File: config.mk
export PLATFORM = sky130hd
export DESIGN_NAME = pps_period_reporter
export DESIGN_NICKNAME = d
export VERILOG_FILES = /design/src/rtl/easy_uart_pkg.sv /design/src/rtl/pps_sync_edge.sv /design/src/rtl/pps_period_reporter.sv
export SDC_FILE = /design/constraint.sdc
export NUM_CORES = 1
export LEC_CHECK = 0
export ABC_AREA = 1
export CAP_MARGIN = 10
export CELL_PAD_IN_SITES_DETAIL_PLACEMENT = 0
export CELL_PAD_IN_SITES_GLOBAL_PLACEMENT = 1
export CORE_MARGIN = 8
export CORE_UTILIZATION = 47
export CTS_BUF_LIST = sky130_fd_sc_hd__clkbuf_8
export CTS_CLUSTER_DIAMETER = 150
export DETAILED_ROUTE_END_ITERATION = 8
export PLACE_DENSITY_LB_ADDON = 0.1
export SLEW_MARGIN = 10
export SYNTH_ARGS = -nofsm -noshare
export SYNTH_HDL_FRONTEND = slang
export SYNTH_SLANG_ARGS = --single-unit
File: constraint.sdc
create_clock -name clk12 -period 2.9 [get_ports clk12]
set_input_delay 0.58 -clock clk12 [delete_from_list [all_inputs] [get_ports clk12]]
set_output_delay 0.58 -clock clk12 [all_outputs]
set_load 0.005 [all_outputs]
File: src/rtl/easy_uart_pkg.sv
// Shared constants, FSM state encoding and hex-digit helper for the PPS
// period reporter that feeds the UART transmitter.
package easy_uart_pkg;

  localparam logic [7:0] ASCII_CR = 8'h0D;
  localparam logic [7:0] ASCII_LF = 8'h0A;
  localparam logic [7:0] ASCII_0  = 8'h30;
  localparam logic [7:0] ASCII_A  = 8'h41;

  typedef enum logic [1:0] {
    IDLE  = 2'd0,
    DIGIT = 2'd1,
    CR    = 2'd2,
    LF    = 2'd3
  } tx_state_t;

  function automatic logic [7:0] hex_ascii(input logic [3:0] nib);
    if (nib < 4'd10) return ASCII_0 + {4'd0, nib};
    else             return ASCII_A + {4'd0, nib} - 8'd10;
  endfunction

endpackage

File: src/rtl/pps_sync_edge.sv
// PPS synchroniser, optional glitch filter (PPS_GLITCH_FILTER_EN) and
// rising-edge detector producing a one-cycle pps_pulse.
module pps_sync_edge #(
  parameter int SYNC_STAGES = 2,
  parameter int FILTER_LEN  = 4
) (
  input  logic clk12,
  input  logic rst,
  input  logic pps_i,
  output logic pps_pulse
);

  logic [SYNC_STAGES-1:0] sync_p0;
  logic                   lvl_p1;
  logic                   prev_p1;

  // Stage 0: metastability chain on the asynchronous pin
  always_ff @(posedge clk12) begin
    sync_p0 <= {sync_p0[SYNC_STAGES-2:0], pps_i};
  end

`ifdef PPS_GLITCH_FILTER_EN
  localparam int FC_W = $clog2(FILTER_LEN) + 1;
  logic [FC_W-1:0] stab_cnt;

  // Stage 1: level only follows after FILTER_LEN consecutive differing samples
  always_ff @(posedge clk12) begin
    if (rst) begin
      lvl_p1   <= 1'b1;
      stab_cnt <= '0;
    end else if (sync_p0[SYNC_STAGES-1] == lvl_p1) begin
      stab_cnt <= '0;
    end else if (stab_cnt == FC_W'(FILTER_LEN - 1)) begin
      lvl_p1   <= sync_p0[SYNC_STAGES-1];
      stab_cnt <= '0;
    end else begin
      stab_cnt <= stab_cnt + 1'b1;
    end
  end
`else
  assign lvl_p1 = sync_p0[SYNC_STAGES-1];
`endif

  // Stage 2: edge compare; prev held high in reset so a pin already high is not an edge
  always_ff @(posedge clk12) begin
    if (rst) begin
      prev_p1   <= 1'b1;
      pps_pulse <= 1'b0;
    end else begin
      prev_p1   <= lvl_p1;
      pps_pulse <= lvl_p1 & ~prev_p1;
    end
  end

endmodule

File: src/rtl/pps_period_reporter.sv
// Measures clk12 cycles between PPS rising edges and streams each period as
// uppercase hex + CR LF on a valid/ready byte port. Macro: PPS_GLITCH_FILTER_EN.
module pps_period_reporter #(
  parameter int CNT_W       = 32,
  parameter int SYNC_STAGES = 2,
  parameter int FILTER_LEN  = 4
) (
  input  logic             clk12,
  input  logic             rst,
  input  logic             pps_i,
  output logic [7:0]       tx_data,
  output logic             tx_valid,
  input  logic             tx_ready,
  output logic             pps_pulse,
  output logic [CNT_W-1:0] period,
  output logic             busy,
  output logic             overrun
);
  import easy_uart_pkg::*;

  localparam int DIGITS = CNT_W / 4;
  localparam int IDX_W  = (DIGITS > 1) ? $clog2(DIGITS) : 1;

  logic [CNT_W-1:0] cnt;
  logic [CNT_W-1:0] pend_val;
  logic             pend_full;
  logic             first_seen;
  logic             pend_take;
  logic             hs;
  logic [CNT_W-5:0] shreg;
  logic [IDX_W-1:0] idx;
  tx_state_t        state;

  pps_sync_edge #(
    .SYNC_STAGES(SYNC_STAGES),
    .FILTER_LEN (FILTER_LEN)
  ) u_sync_edge (
    .clk12    (clk12),
    .rst      (rst),
    .pps_i    (pps_i),
    .pps_pulse(pps_pulse)
  );

  assign hs        = tx_valid & tx_ready;
  // A line starts from IDLE, or back-to-back straight out of the LF handshake
  assign pend_take = pend_full && ((state == IDLE) || (state == LF && hs));

  always_ff @(posedge clk12) begin
    if (rst) begin
      cnt        <= '0;
      period     <= '0;
      pend_val   <= '0;
      pend_full  <= 1'b0;
      first_seen <= 1'b0;
      overrun    <= 1'b0;
    end else begin
      if (pend_take) pend_full <= 1'b0;
      if (pps_pulse) begin
        cnt        <= {{(CNT_W-1){1'b0}}, 1'b1};
        first_seen <= 1'b1;
        if (first_seen) begin
          period <= cnt;
          if (pend_full && !pend_take) begin
            overrun <= 1'b1;
          end else begin
            pend_val  <= cnt;
            pend_full <= 1'b1;
          end
        end
      end else if (cnt != {CNT_W{1'b1}}) begin
        cnt <= cnt + 1'b1;
      end
    end
  end

  always_ff @(posedge clk12) begin
    if (rst) begin
      state    <= IDLE;
      tx_data  <= '0;
      tx_valid <= 1'b0;
      busy     <= 1'b0;
      shreg    <= '0;
      idx      <= '0;
    end else if (pend_take) begin
      state    <= DIGIT;
      shreg    <= pend_val[CNT_W-5:0];
      idx      <= IDX_W'(DIGITS - 1);
      tx_data  <= hex_ascii(pend_val[CNT_W-1 -: 4]);
      tx_valid <= 1'b1;
      busy     <= 1'b1;
    end else begin
      case (state)
        DIGIT: if (hs) begin
          if (idx == '0) begin
            state   <= CR;
            tx_data <= ASCII_CR;
          end else begin
            idx     <= idx - 1'b1;
            shreg   <= shreg << 4;
            tx_data <= hex_ascii(shreg[CNT_W-5 -: 4]);
          end
        end
        CR: if (hs) begin
          state   <= LF;
          tx_data <= ASCII_LF;
        end
        LF: if (hs) begin
          state    <= IDLE;
          tx_valid <= 1'b0;
          busy     <= 1'b0;
        end
        default: begin
          state    <= IDLE;
          tx_valid <= 1'b0;
          busy     <= 1'b0;
        end
      endcase
    end
  end

endmodule

== Word level (Yosys, flattened, before mapping) ==
Index checks and enable logic that the tools add are counted.
Storage, ports and cells
  bits in registers: 145
  output and inout bits: 44
Operators by class
  add/subtract/negate cells: 8
  reduce and logical (&&, ||, !) cells: 22
  bitwise logic cells: 4
  multiplexer cells: 30
  eq/ne operators: 14
  magnitude comparators: 2
Operators by type and width (number)
  $mux W28: 4
  $mux W8: 6
  $add A32 B1 Y32 const B: 1
  $ne A32 B32 Y1 const B: 1
  $add A7 B4 Y8 const A: 2
  $pmux W8 S2: 1
  $sub A8 B4 Y8 const B: 2
  $add A6 B4 Y7 const A: 2
  $mux W3: 4
  $ne A3 B3 Y1 const B: 4
  $reduce_and A3 Y1: 4
  $ne A2 B2 Y1 const B: 5
  $mux W1: 9
  $lt A4 B4 Y1 const B: 2
  $mux W2: 4
  $reduce_and A4 Y1: 2
  $pmux W2 S3: 1
  $reduce_bool A2 Y1: 3
  $reduce_or A2 Y1: 3
  $eq A2 B2 Y1 const B: 2
  $reduce_and A2 Y1: 2
  $logic_and A1 B1 Y1: 3
  $logic_not A3 Y1: 1
  $reduce_bool A3 Y1: 1
  9 further kinds: 11

== Logic depth before layout (Yosys ltp) ==
  depth in word-level cells: 9
  mapped depth: 11

== Hierarchy ==
From an unflattened synthesis, not the netlist that was laid out.
Second synthesis, totals
  cell total of the unflattened synthesis: 939
  area total of the unflattened synthesis: 6552.5 um^2
Modules (own cells, without submodules)
  pps_period_reporter: times used 1, cells each 931, area each 6452.4 um^2
  pps_sync_edge: times used 1, cells each 8, area each 100.1 um^2

== Least setup slack after synthesis ==
OpenSTA, ideal clock, no wires.
  kind: input port to flip-flop
  from: input tx_ready
  to: register shreg[10]
  stages on the path: 7
  path buffers: 2
  required time: 2.784 ns
  slack: 1.332 ns
  arrival: 1.452 ns
  cells stage by stage: nand2_1 o21ai_2 nand2_1 buf_2 buf_2 o211ai_1 inv_1
On the way
  cells in the longest elaborated chain, start to end: 6
  elaborated cells on any way between the ends: 9
  those cells by class: eq/ne (1); mux (1); bitwise (1); reduce/logical (6)
RTL lines
  from (decl): line pps_period_reporter.sv:13  | input logic tx_ready,
  $and A1 B1 Y1 *: line pps_period_reporter.sv:44  | assign hs = tx_valid & tx_ready;
  $logic_and A1 B1 Y1: line pps_period_reporter.sv:46  | assign pend_take = pend_full && ((state == IDLE) || (state == LF && hs));
  $logic_or A1 B1 Y1: line pps_period_reporter.sv:46
  $logic_and A1 B1 Y1: line pps_period_reporter.sv:46
  $ne A2 B2 Y1 (no line) or $reduce_bool A2 Y1 (tied branches)
  $reduce_and A3 Y1 (no line)
  to (signal assigned): line pps_period_reporter.sv:86  | shreg <= pend_val[CNT_W-5:0];
  to (signal assigned): line pps_period_reporter.sv:99  | shreg <= shreg << 4;
  to (decl): line pps_period_reporter.sv:30  | logic [CNT_W-5:0] shreg;
Every way passes the cells marked *; elsewhere a longest branch is shown, timed or not.
A chain may end at the register's enable or synchronous reset.

== Final worst setup path ==
  from: register u_sync_edge.pps_pulse
  to: output pps_pulse
RTL lines
  from (decl): line pps_sync_edge.sv:10  | output logic pps_pulse
  from (signal assigned): line pps_sync_edge.sv:51  | pps_pulse <= lvl_p1 & ~prev_p1;
  to (decl): line pps_period_reporter.sv:14  | output logic pps_pulse,
No word-level cell between the ends.

==> results.json <==
{
  "outcome": "complete, no violations",
  "io_pins": 48,
  "maxSlewHeadroom": 0.633,
  "cts_tree": "yes",
  "dieArea_mm2": 0.0180,
  "routed_wl_um": 16500,
  "synth_nets": 950,
  "rsz0062_at_grt": "false",
  "grt_max_degree": 64,
  "worstSetupStartpointType": "flip-flop",
  "vias": 5831,
  "synth_cell_types": 31,
  "clk_latency_ns": 0.45,
  "cp.required_ns": 2.32,
  "critPathMaxFanout": 5,
  "pre_cts_ws_ns": 0.428,
  "min_path_type": "flip-flop to flip-flop",
  "nets": 980,
  "dpl.hpwl_um": 12000,
  "cts_buffer_depth": 2,
  "grt_overflow": 0,
  "cts_buffers": 17,
  "maxCapViolations": 0,
  "ctsRootBufferMaster": "clkbuf_8",
  "ctsHoldBuffers": 0,
  "wire_per_inst_um": 14.2,
  "grt_pass1_wl_um": 27800,
  "seq_area_frac_synth": 0.440,
  "initial_core_util": 0.477,
  "finalWorstSetupSlack_ns": 0.781,
  "num_antenna_cells": 0,
  "regArea_mm2": 0.00288,
  "std_cell_rows": 43,
  "layout-drive-gt1-share": 0.0724,
  "synth.ff_latch_count": 144,
  "die_x_um": 134,
  "postCtsSetupBuffers": 0,
  "drt_iter0_drc": 431,
  "yosysWarnings": 0,
  "powerDensity_mw_per_mm2": 545,
  "worstPathArrival_ns": 1.54,
  "drv_slew": 0,
  "grt_pass1_vias": 5577,
  "tightest_slew_ns": 0.550,
  "ant_nets": 0,
  "portBuffers": 46,
  "clk_pin_slew_ns": 0.08,
  "clock.fmax_mhz": 472,
  "hold_viol_final": 0,
  "syn_area_mm2": 0.00655,
  "power.leakage_nw": 3.28,
  "multi_input_area_mm2": 0.00304,
  "ir_drop_mv": 0.273,
  "p_total_mw": 4.12,
  "die_y_um": 134,
  "cp_num_buf_inv": 1,
  "syn_inst": 937,
  "ctsHtreeMaxLevel": 4,
  "grtUsageTotal": 0.192,
  "drc": 0,
  "place_congestion": 0.918,
  "setup_viol": 0,
  "clock_sinks": 144,
  "path_class": "flip-flop to output pin",
  "fin_crit_sh": 0.731,
  "core_mm2": 0.0137,
  "clock_skew_ns": 0.00877,
  "post-route-min-period_ns": 2.12,
  "slowest_stage": "clkdlybuf4s50_1",
  "setup_tns_ns": 0,
  "end_kind": "output pin",
  "firstDrtPassIters": 6,
  "max_stage_delay_ns": 0.57,
  "syn_avg_cell_area_um2": 6.99,
  "cpLargestDelayFamily": "buffers and inverters",
  "cts_resized": 0,
  "antenna_found_initial": 0,
  "nFillCells": 1371,
  "routed_via_density": 5.03,
  "timing.critical_path.cells": "clkdlybuf4s50_1",
  "area_growth_pct": 15.5
}
==> cell families (layout without fill, tap and decap cells) <==
| group | count (synthesis) | in the layout | synth area share |
|---|---|---|---|
| AOI/OAI and AO/OA | 163 | 163 | 0.140 |
| xor gates and xnor gates | 2 | 2 | 0.00268 |
| adders and majority gates | 9 | 9 | 0.0172 |
| buffers and inverters | 153 | 196 | 0.0958 |
| DFF | 144 | 144 | 0.440 |
| other | 1 | 1 | 0.000573 |
| and+or+nand+nor | 465 | 465 | 0.304 |
==> cell type report <==
type                            instances  area share
Multi-Input combinational cell        640       0.401
Sequential cell                       144       0.381
Timing Repair Buffer                   54      0.0721
Inverter                              110      0.0546
Clock buffer                           18      0.0328
Tap cell                              180      0.0298
Clock inverter                         14      0.0280
==> synth_stat cells, drive strengths merged <==
cell type,instances,share of area
inv,110,0.063
conb,1,0.00057
nand2,224,0.13
a211oi,13,0.015
nand3b,1,0.0011
nand4,2,0.0019
buf,21,0.020
o21ai,82,0.063
o211ai,19,0.022
ha,9,0.017
a21oi,38,0.029
nor3,1,0.00076
or2,2,0.0019
nand3,72,0.067
xnor2,2,0.0027
nor2,163,0.10
dfxtp,144,0.44
clkbuf,22,0.013
a31oi,11,0.011
==> flip-flops by register name (all words and copies together), names as in the netlist, 2 cells and up <==
register,count
u_sync_edge.sync_p0,2
state,2
cnt,32
idx,3
shreg,28
tx_data,7
pend_val,32
period,32
==> layer usage <==
layer  track usage  vias up  share of wire
met3        0.0471       28          0.039
met5             0        -              0
li1              -     3053              -
met4        0.0761        0          0.024
met1         0.240     2645           0.47
met2         0.312      105           0.47
==> where the power goes <==
group	switching (mW)	internal (mW)	leakage (nW)
Combinational	0.171	0.0878	1.89
Clock	0.788	1.05	0.229
Sequential	0.0242	2.00	1.16
Total	0.983	3.14	3.28
==> worst paths after layout <==
check | slack, ns | cells past startpoint | end | startpoint
worst min register to register | 0.33 | 0 | u_sync_edge.sync_p0[1] | u_sync_edge.sync_p0[0]
worst min-delay path | 0.33 | 0 | u_sync_edge.sync_p0[1] | u_sync_edge.sync_p0[0]
worst max register to register | 0.80 | 9 | cnt[13] | cnt[0]
worst max-delay path | 0.78 | 1 | pps_pulse | u_sync_edge.pps_pulse
==> through the flow <==
stage                     std cells  hold WS [ns]   util  cell area [um^2]
after floorplan                 937         0.310      -              6550
after global placement         1128         0.310  0.518              7100
after detailed placement       1128         0.313  0.518              7100
after CTS                      1160         0.332  0.551              7560
after global routing           1160         0.351  0.551              7560
final                          1160         0.330  0.551              7560
==> placed cells by master (no fill, tap or decap), drive strengths merged, types with 8 or more instances in the layout <==
cell	n
clkbuf	18
clkdlybuf4s50	46
nand2	224
nor2	163
a211oi	13
inv	112
dfxtp	144
ha	9
o211ai	19
a21oi	38
o21ai	82
buf	8
a31oi	11
nand3	72
Note: power is estimated with default switching activity, not from simulation.
